--- src/rtl/seven_seg_reader.sv ---
`default_nettype none
// ============================================================================
//  Module      : seven_seg_reader
//  Description : Snoops a multiplexed, active-low 7-segment display bus and
//                rebuilds the eight displayed hex digits (plus decimal points)
//                in a register file with a zero-latency read port.
//                The bus is double-flopped.
//                A pattern must sit unchanged for STABLE_CYCLES samples before
//                it is accepted, which filters out anode/cathode switching.
//  Ports       : clk        - clock, rising edge
//                reset      - asynchronous active-low reset
//                seg[6:0]   - {g,f,e,d,c,b,a} cathodes, active-low
//                anode[7:0] - digit anodes, active-low, bit i = digit i
//                DP         - decimal point cathode, active-low
//                clear      - synchronous clear of all digit-valid flags
//                rd_sel     - read-port digit index
//                rd_num     - stored hex value of digit rd_sel
//                rd_dp      - stored decimal point of digit rd_sel (active-high)
//                rd_valid   - digit rd_sel captured since reset/clear
//                upd        - one-cycle pulse per accepted capture
//                upd_idx    - index of the most recent capture
//                decode_err - one-cycle pulse on a stable, undecodable pattern
//  Revision    : 1.0 - initial release
// ============================================================================
module seven_seg_reader #(
    parameter int unsigned STABLE_CYCLES = 4
) (
    input  logic       clk,
    input  logic       reset,
    input  logic [6:0] seg,
    input  logic [7:0] anode,
    input  logic       DP,
    input  logic       clear,
    input  logic [2:0] rd_sel,
    output logic [3:0] rd_num,
    output logic       rd_dp,
    output logic       rd_valid,
    output logic       upd,
    output logic [2:0] upd_idx,
    output logic       decode_err
);

    localparam logic [7:0] STABLE_C = 8'(STABLE_CYCLES);

    // Bus snapshot layout: {anode[7:0], seg[6:0], DP}
    logic [15:0]      s1_q, s2_q;
    logic [7:0]       cnt_q, cnt_d;
    logic [7:0][3:0]  digit_q, digit_d;
    logic [7:0]       dp_q, dp_d;
    logic [7:0]       valid_q, valid_d;
    logic             upd_q, upd_d;
    logic [2:0]       upd_idx_q, upd_idx_d;
    logic             err_q, err_d;

    logic             same;
    logic             stable_edge;
    logic [7:0]       an_low;
    logic             onehot;
    logic [2:0]       idx;
    logic [4:0]       dec;        // {ok, value}
    logic             capture;

    // Returns {1'b1, value} for a legal glyph, 5'b0 otherwise.
    function automatic logic [4:0] decode7(input logic [6:0] s);
        logic [4:0] r;
        case (s)
            7'b1000000: r = {1'b1, 4'h0};
            7'b1111001: r = {1'b1, 4'h1};
            7'b0100100: r = {1'b1, 4'h2};
            7'b0110000: r = {1'b1, 4'h3};
            7'b0011001: r = {1'b1, 4'h4};
            7'b0010010: r = {1'b1, 4'h5};
            7'b0000010: r = {1'b1, 4'h6};
            7'b1111000: r = {1'b1, 4'h7};
            7'b0000000: r = {1'b1, 4'h8};
            7'b0010000: r = {1'b1, 4'h9};
            7'b0001000: r = {1'b1, 4'hA};
            7'b0000011: r = {1'b1, 4'hB};
            7'b1000110: r = {1'b1, 4'hC};
            7'b0100001: r = {1'b1, 4'hD};
            7'b0000110: r = {1'b1, 4'hE};
            7'b0001110: r = {1'b1, 4'hF};
            default:    r = 5'b0;
        endcase
        return r;
    endfunction

    always_comb begin
        same  = (s1_q == s2_q);
        cnt_d = cnt_q;
        if (!same) begin
            cnt_d = 8'd0;
        end else if (cnt_q < STABLE_C) begin
            cnt_d = cnt_q + 8'd1;
        end
        // Fires only on the single edge the counter reaches STABLE_C; the
        // saturated counter then blocks repeats until the bus changes.
        stable_edge = same && (cnt_q == (STABLE_C - 8'd1));

        an_low = ~s2_q[15:8];
        onehot = (an_low != 8'd0) && ((an_low & (an_low - 8'd1)) == 8'd0);
        idx    = 3'd0;
        for (int i = 0; i < 8; i++) begin
            if (an_low[i]) begin
                idx = 3'(i);
            end
        end

        dec     = decode7(s2_q[7:1]);
        capture = stable_edge && onehot;

        digit_d   = digit_q;
        dp_d      = dp_q;
        // Clear takes effect first so a same-edge capture still sets its flag.
        valid_d   = clear ? 8'd0 : valid_q;
        upd_d     = 1'b0;
        upd_idx_d = upd_idx_q;
        err_d     = 1'b0;

        if (capture) begin
            if (dec[4]) begin
                digit_d[idx] = dec[3:0];
                dp_d[idx]    = ~s2_q[0];
                valid_d[idx] = 1'b1;
                upd_d        = 1'b1;
                upd_idx_d    = idx;
            end else begin
                err_d = 1'b1;
            end
        end
    end

    always_ff @(posedge clk or negedge reset) begin
        if (!reset) begin
            s1_q      <= 16'd0;
            s2_q      <= 16'd0;
            cnt_q     <= 8'd0;
            digit_q   <= '0;
            dp_q      <= 8'd0;
            valid_q   <= 8'd0;
            upd_q     <= 1'b0;
            upd_idx_q <= 3'd0;
            err_q     <= 1'b0;
        end else begin
            s1_q      <= {anode, seg, DP};
            s2_q      <= s1_q;
            cnt_q     <= cnt_d;
            digit_q   <= digit_d;
            dp_q      <= dp_d;
            valid_q   <= valid_d;
            upd_q     <= upd_d;
            upd_idx_q <= upd_idx_d;
            err_q     <= err_d;
        end
    end

    assign rd_num     = digit_q[rd_sel];
    assign rd_dp      = dp_q[rd_sel];
    assign rd_valid   = valid_q[rd_sel];
    assign upd        = upd_q;
    assign upd_idx    = upd_idx_q;
    assign decode_err = err_q;

endmodule
`default_nettype wire

--- config.mk ---
export PLATFORM = sky130hd
export DESIGN_NAME = seven_seg_reader
export DESIGN_NICKNAME = d
export VERILOG_FILES = /design/src/rtl/seven_seg_reader.sv
export SDC_FILE = /design/constraint.sdc
export NUM_CORES = 1
export LEC_CHECK = 0
export ABC_CLOCK_PERIOD_IN_PS = 6600
export BUFFER_PORTS_ARGS = -buffer_cell sky130_fd_sc_hd__buf_2
export CAP_MARGIN = 10
export CORE_MARGIN = 2
export CORE_UTILIZATION = 63
export CTS_BUF_LIST = sky130_fd_sc_hd__clkbuf_8 sky130_fd_sc_hd__clkbuf_16
export CTS_CLUSTER_SIZE = 25
export DETAILED_ROUTE_END_ITERATION = 8
export PLACE_DENSITY = 0.94
export SYNTH_ARGS = -nofsm -noshare
export SYNTH_HDL_FRONTEND = slang
export SYNTH_SLANG_ARGS = --single-unit
--- constraint.sdc ---
create_clock -name clk -period 6.6 [get_ports clk]
set_input_delay 0.33 -clock clk [delete_from_list [all_inputs] [get_ports clk]]
set_output_delay 0.33 -clock clk [all_outputs]
set_load 0.05 [all_outputs]
==> results of run 1 <==
## where the power goes
part | switching (mW) | internal (mW)
registers | 0.0180 | 0.579
clock network | 0.187 | 0.131
logic | 0.0322 | 0.0255
## per-stage QoR
stage,instances,hold slack [ps]
final,428,69.00
after global routing,428,40.11
after CTS,426,48.20
after detailed placement,410,384.4
after global placement,410,378.1
after floorplan,323,34.41
## layout by cell type (no fill, tap or decap), types with 2 or more instances in the layout
master / instances
clkbuf_8: 9
nand3b_1: 5
and3_1: 2
clkinv_2: 6
nor3_1: 4
o21ai_0: 10
a21boi_0: 3
and2_1: 9
o22ai_1: 3
nand2_1: 12
xnor2_1: 19
dfrtp_1: 93
nor2_1: 6
buf_2: 31
nand3_1: 8
nand4b_1: 4
a21o_1: 5
mux4_2: 12
mux2_2: 39
mux2i_1: 8
nand2b_1: 5
buf_4: 2
a21oi_1: 3
nand4_1: 7
inv_1: 19
## worst max-delay path by stage
stage	startpoint	endpoint	slack, ps	cells after the start
2_1_floorplan	rd_sel[0]	rd_dp	3760	3
3_3_place_gp	s2_q[2]	digit_q[19]	3710	6
3_5_place_dp	s2_q[2]	digit_q[16]	3590	6
4_1_cts	s2_q[2]	digit_q[16]	3580	6
5_1_grt	s2_q[2]	digit_q[16]	3330	6
6_report	s2_q[2]	digit_q[16]	3540	6
## sequential cells by signal, summed over array words and instances, names as in the netlist
signal and count:
s2_q 16, upd_idx 3, upd 1, digit_q 32, s1_q 16, cnt_q 8
valid_q 8, dp_q 8, decode_err 1
## worst register-to-register path, stage by stage, from the launching register on
cell      delay (ps)
dfrtp_1          520
or4_1            560
o22ai_1          200
a21o_1           310
o2111a_1         450
nor4b_4          520
mux2_2           400
## layer usage
layer / wire [um] / GRT usage [%] / part of all wire (%) / vias up
met1: 3231 / 29.97 / 41 / 1346
met5: 0 / 0 / 0 / -
met4: 112 / 7.937 / 1.4 / 0
met2: 4198 / 41.41 / 53 / 75
li1: - / - / - / 1189
met3: 332 / 6.737 / 4.2 / 10
## logic make-up (layout without fill, tap and decap cells)
family,Yosys count,in the layout
flops,93,93
simple gates,72,72
mux,59,59
buf+inv,41,69
compound gates,37,37
xor+xnor,20,20
fa+ha+maj,1,1
## cell type report
| class | count | area (um2) | share of cell area [%] |
|---|---|---|---|
| multi-input cells | 189 | 1694 | 37.23 |
| clock inverters | 7 | 33.78 | 0.7424 |
| clock buffers | 9 | 123.9 | 2.722 |
| well taps | 77 | 96.34 | 2.117 |
| flip-flops and latches | 93 | 2327 | 51.14 |
| repair buffers | 35 | 207.7 | 4.564 |
| inverters | 18 | 67.56 | 1.485 |
==> run metrics, run 1 <==
maximum fanout along the worst path=13; Synth area leader=dfrtp_1; H-tree Lvls=3; Yosys reg bits=93; CP Capture Type=flop; Routed WL=7875 um; crit-path max cell delay=560 ps; Final HPWL DP=5540 um; drt first pass iters=4; Post-Syn Area=4208 um2; Max stage delay cell, worst path=or4_1; final instance area=4551 um2; most area-consuming cells after synthesis=dfrtp_1 55%, mux2_2 10%, mux4_2 6.4%; status=finished clean; Worst Hold Depth=1; Least-Margin Pin Slew=682.4 ps; simple-gate share of the synthesized area=11.09%; Async S/R FF share, synth=100.0%; critical path type=reg -> reg; GRT Residual Overflow=0; Starting Density=65.52%; RSZ-0062 raised after global routing=no; clk buf depth=2; Final setup viols=0; clock slew at reported path FFs=90 ps; # IOs=33; RR Startpoint=s2_q[2]; VDD IR max=0.0001870 V; Die H=85.73 um; Syn Nets=346; Leak=2.190 nW; largest net degree at the start of global routing=94; root buffer cell=clkbuf_8; CTS tree=built; pwr/cell area=213.8 nW/um2; routed vias=2620; core area=6422 um2; Reg2Reg Setup Slack=3540 ps; Fmax=327.2 MHz; gr usage total=24.18%; Post-Synth XOR/XNOR Area=4.163%; crit-path cells=or4_1 -> o22ai_1 -> a21o_1 -> o2111a_1 -> nor4b_4 -> mux2_2; adder-cell share of the synthesized area=0.2974%; Final period util=46.31%; DRC viols=0; sequential area share after synthesis=55.31%; Buf/Inv on CP=0; Hold Vio Cnt, Final=0; Final GP Congestion=0.8355; Compound-Gate Fraction of Synth Area=5.947%; Fin Setup TNS=0 ps; DP Worst Slack=3589 ps; CTS Sinks=93; Crit path arrival time=3310 ps; insertion delay to the later sink of the worst-skew pair=360 ps; fin worst setup slack=3543 ps; main flop type after synthesis=dfrtp_1; Slew Limit Fails=0; Syn Inst Count=323; Hold Crit Start=DP; Routed Antenna Nets=0; post-synth cell types=52; Die X=85.73 um; Post-CTS Resized=0; Detailed Route Iter0 Violations=181; # fillers=432; placed instance area=4355 um2; first-pass GRT wire length=13090 um; r2r worst-path depth=6; layout overhead on the synthesized area=8.147%; combinational family with the most area after synthesis=multiplexers; Core Util, Final=70.86%; CTS Hold Bufs=0; initial antenna violation count=0; Inserted Diodes=0; Hold Path Class=in -> reg; Slew Limit Headroom=54.31%; Num CTS Buffers=9; MaxCap Viol Count=0; nets=369; Final Critical Period=3057 ps; WHS Endpoint=s1_q[0]; most frequent cells after synthesis=93 x dfrtp_1, 39 x mux2_2, 19 x xnor2_1; syn_area_per_cell=13.03 um2; Pwr Total=972.9 uW; RR Endpoint=digit_q[16]; mux cell area share after synthesis=18.76%; WP data required=6860 ps; Avg WL per Cell=18.40 um; Synth top area share=55.31%; area of the die=7349 um2; startpoint types=flop; delay-heaviest family, CP=simple AND/OR/NAND/NOR gates; Worst Skew=12.76 ps; IO Port Bufs=32; number of global-route vias before repair=2662; Syn. warnings=0; most frequent cell after synthesis=dfrtp_1; Post-synth EDFFs=0; vias per cell=6.121; row cnt=29; post-CTS setup buffers=0; share of layout cells above drive strength 1=29.34%
No activity file was read; power rests on OpenSTA's default activity.
==> run 2: changes to the inputs <==
Settings changed: ABC_CLOCK_PERIOD_IN_PS 6600 to 2650, CORE_UTILIZATION 63 to 54, PLACE_DENSITY 0.94 to 0.87.
Clock period 6.6 ns to 2.65 ns, I/O delays scaled along.
==> run metrics, run 2 (same netlist as run 1, synthesis figures left out) <==
placed instance area=4504 um2; final instance area=4901 um2; row cnt=32; Detailed Route Iter0 Violations=131; Routed WL=8036 um; startpoint types=flop; Least-Margin Pin Slew=587.1 ps; Final GP Congestion=0.8496; root buffer cell=clkbuf_8; Switching Share=22.83%; Multi-input gate area=1694 um2; clk buf depth=2; Slew Limit Headroom=60.86%; WP data required=2890 ps; Routed Antenna Nets=0; Crit path arrival time=2800 ps; gr usage total=20.70%; most common cell after layout, fill and taps aside=dfrtp_1; Final Critical Period=2554 ps; Reg power frac=55.5%; Slew Limit Fails=0; Die H=92.28 um; Top Metal Used=met4; RR Startpoint=s2_q[2]; Fin Setup TNS=0 ps; # fillers=576; Comb power frac=6.8%; Leak=2.330 nW; WL met2=4115 um; CP Capture Type=flop; DRC viols=0; Hold Vio Cnt, Final=0; Pwr Total=2.661 mW; Fmax=391.6 MHz; Biggest register=digit_q; VDD IR max=0.0007633 V; H-tree Lvls=3; GRT Residual Overflow=0; IO Port Bufs=32; area of the die=8515 um2; status=finished clean; M1 WL=3487 um; Sw Pwr=607.5 uW; Critical Path Start=s2_q[2]; CTS Sinks=93; sequential cell area=2328 um2; share of layout cells above drive strength 1=30.71%; Num CTS Buffers=9; clock slew at reported path FFs=90 ps; nets=399; DP Worst Slack=56.79 ps; insertion delay to the later sink of the worst-skew pair=360 ps; first-pass GRT wire length=13410 um; post-CTS setup buffers=0; largest net degree at the start of global routing=50; maximum fanout along the worst path=7; vias per cell=5.650; Final HPWL DP=5452 um; # IOs=33; cell-internal power=2.053 mW; core area=7647 um2; Starting Density=55.02%; layout overhead on the synthesized area=16.47%; number of global-route vias before repair=2839; Avg WL per Cell=16.64 um; Largest register FFs=32; fin worst setup slack=96.13 ps; Die X=92.28 um; Largest regs=digit_q: 32 flops, s1_q: 16 flops, s2_q: 16 flops; Core Util, Final=64.09%; pwr/cell area=542.9 nW/um2; Clk pwr share=37.7%; Final setup viols=0; Worst Skew=12.46 ps; Inserted Diodes=0; initial antenna violation count=0; drt first pass iters=4; Final period util=96.37%; MaxCap Viol Count=0; routed vias=2729; Hold Path Class=in -> async; commonest non-fill, non-tap cells in the layout=92 x dfrtp_1, 39 x mux2_2, 31 x buf_2, 19 x xnor2_1, 19 x inv_1; critical path type=reg -> reg; RSZ-0062 raised after global routing=no; met3 routed WL=354 um; CTS tree=built
run 2: changes by cell type in the layout (fill, tap and decap cells not counted), sizes merged:
cell,previous run,this run
bufinv,0,2
dlygate4sd3,1,18
clkinv,6,1
buf,34,47
clkinvlp,0,3
run 2: metal layers:
metal	vias up	track usage [%]
li1	1254	-
met1	1372	26.22
met5	-	0
met4	0	6.095
met2	93	35.66
met3	10	4.848
run 2: critical path: stages (launching register included):
cell and delay, ps:
dfrtp_1 380, or4_1 530, o22ai_1 230, a21o_1 140, o2111a_1 280, buf_4 170
nand3b_1 320, mux2_2 390
run 2: path summary, 6_finish.rpt:
| kind | end | slack [ps] | cells past startpoint |
|---|---|---|---|
| max in group asynchronous | s2_q[1] | 1670 | 3 |
| hold / removal | digit_q[17] | 300 | 2 |
| setup reg to reg | digit_q[26] | 100 | 7 |
| hold reg to reg | s2_q[3] | 400 | 0 |
| min in group clk | s2_q[3] | 400 | 0 |
| setup / recovery | digit_q[26] | 100 | 7 |
run 2: area by class of cell:
| class | count | share of cell area (%) |
|---|---|---|
| sequential | 93 | 47.51 |
| multi-input combinational | 189 | 34.57 |
| timing repair buffer | 65 | 9.548 |
| tap | 102 | 2.604 |
| clock buffer | 9 | 2.527 |
| clock inverter | 7 | 1.864 |
| inverter | 18 | 1.379 |
run 2: power groups by stage:
| stage | registers [mW] | logic (mW) | clock network [mW] |
|---|---|---|---|
| 6_report | 1.48 | 0.181 | 1.00 |
| 2_1_floorplan | 1.48 | 0.109 | 0 |
| 3_3_place_gp | 1.50 | 0.156 | 0 |
| 4_1_cts | 1.48 | 0.181 | 1.03 |
| 5_1_grt | 1.48 | 0.200 | 1.10 |
| 3_5_place_dp | 1.50 | 0.160 | 0 |
run 2: timing repair:
item | CTS | global route
endpoints found under the setup margin | 0 | 30
hold endpoints to repair | 62 | 0
resized for setup | 0 | 1
hold buffers | 18 | 0
run 2: metrics by stage:
step	hold slack (ps)	instances
floorplan	-163.1	323
global placement	156.1	449
detailed placement	164.3	449
CTS	299.0	483
global route	333.9	483
finish	302.0	483
==> run 3: changes to the inputs <==
Settings changed: CORE_MARGIN 2 to unset, CORE_UTILIZATION 54 to 38, PLACE_DENSITY 0.87 to 0.68.
==> run metrics, run 3 (same netlist as run 1, synthesis figures left out) <==
status=finished clean; critical path type=reg -> reg; Slew Limit Fails=0; Largest register FFs=32; Inserted Diodes=0; Fmax=405.5 MHz; Slew Limit Headroom=57.09%; Reg2Reg Setup Slack=180 ps; cell-internal power=1.972 mW; commonest non-fill, non-tap cells in the layout=92 x dfrtp_1, 39 x mux2_2, 31 x buf_2, 28 x buf_4, 19 x xnor2_1; RR Startpoint=s2_q[2]; drt first pass iters=4; gr usage total=15.89%; nets=412; routed vias=2689; Num CTS Buffers=9; core area=10790 um2; Largest regs=digit_q: 32 flops, s1_q: 16 flops, s2_q: 16 flops; Die X=107.2 um; Least-Margin Pin Slew=643.7 ps; DRC viols=0; CTS Sinks=93; Pwr Total=2.610 mW; Final HPWL DP=5680 um; Final period util=93.06%; Routed Antenna Nets=0; RSZ-0062 raised after global routing=no; Avg WL per Cell=15.42 um; share of layout cells above drive strength 1=33.50%; row cnt=38; Fin Setup TNS=0 ps; Final Critical Period=2466 ps; area of the die=11500 um2; Clk pwr share=36.2%; pwr/cell area=518.9 nW/um2; sequential cell area=2328 um2; first-pass GRT wire length=13790 um; Comb power frac=7.5%; GRT Residual Overflow=0; IO Port Bufs=32; Hold Vio Cnt, Final=0; # fillers=983; clock slew at reported path FFs=100 ps; H-tree Lvls=3; MaxCap Viol Count=0; Starting Density=38.99%; Crit path arrival time=2720 ps; RR Endpoint=digit_q[19]; Hold Path Class=in -> async; VDD IR max=0.0003744 V; maximum fanout along the worst path=9; startpoint types=flop; layout overhead on the synthesized area=19.54%; Fin Hold WS=316.4 ps; Leak=2.382 nW; CP Capture Type=flop; Final GP Congestion=0.8252; Detailed Route Iter0 Violations=100; Die H=107.2 um; insertion delay to the later sink of the worst-skew pair=370 ps; Worst Skew=17.22 ps; Switching Share=24.42%; most common cell after layout, fill and taps aside=dfrtp_1; root buffer cell=clkbuf_8; Routed WL=8236 um; # IOs=33; initial antenna violation count=0; WP data required=2900 ps; Sw Pwr=637.4 uW; r2r worst-path depth=7; largest net degree at the start of global routing=51; Reg power frac=56.3%; Multi-input gate area=1695 um2; CTS tree=built; vias per cell=5.036; Final setup viols=0; clk buf depth=2; Biggest register=digit_q; number of global-route vias before repair=2800
## run 3: cell types whose count changed in the layout (fill, tap and decap cells not counted), sizes merged
cell      delta
clkinvlp     -2
buf         +13
clkinv       +3
bufinv       -1
## run 3: worst max path at each step
| stage | start | endpoint | cells past startpoint |
|---|---|---|---|
| after floorplan | rd_sel[0] | rd_dp | 3 |
| after global placement | s2_q[2] | digit_q[23] | 6 |
| after detailed placement | s2_q[2] | digit_q[19] | 6 |
| after CTS | s2_q[2] | digit_q[19] | 6 |
| after global routing | s2_q[5] | digit_q[19] | 8 |
| final | s2_q[2] | digit_q[19] | 7 |
## run 3: per-layer routing
metal	global-route usage, %	vias up	share of wire (%)
met2	26.82	58	50
met3	3.647	8	3.1
met4	4.697	0	1.2
met5	0	-	0
li1	-	1279	-
met1	20.36	1344	46
## run 3: repair_timing
item / 4_1_cts / 5_1_grt
setup buffers: 0 / 4
endpoints found under the setup margin: 0 / 27
gates resized for setup: 0 / 2
hold buffers: 18 / 0
endpoints found under the hold margin: 66 / 0
## run 3: stage by stage
step | std cells | util (%) | setup WS [ps] | area [um2]
floorplan | 323 | - | 205.3 | 4208
global placement | 496 | 42.80 | 108.9 | 4619
detailed placement | 496 | 42.80 | 41.24 | 4619
CTS | 530 | 46.30 | 13.21 | 4997
global route | 534 | 46.60 | 34.35 | 5030
finish | 534 | 46.60 | 184.0 | 5030
## run 3: power groups by stage
stage | Sequential, mW | Clock [mW] | Combinational, mW
floorplan | 1.48 | 0 | 0.109
global placement | 1.50 | 0 | 0.174
detailed placement | 1.50 | 0 | 0.178
CTS | 1.47 | 0.963 | 0.198
global route | 1.48 | 1.02 | 0.216
finish | 1.47 | 0.945 | 0.195
## run 3: final cells by class
cell class	instances	area share [%]
multi-input cells	189	33.71
repair buffers	78	11.24
well taps	140	3.483
flip-flops and latches	93	46.29
inverters	18	1.343
clock buffers	9	2.463
clock inverters	7	1.468
## run 3: critical path: stages, from the launching register on
cell,delay (ps)
dfrtp_1,380
or4_1,540
o22ai_1,210
a21o_1,150
o2111a_2,310
nor4b_4,220
buf_4,190
mux2_2,340
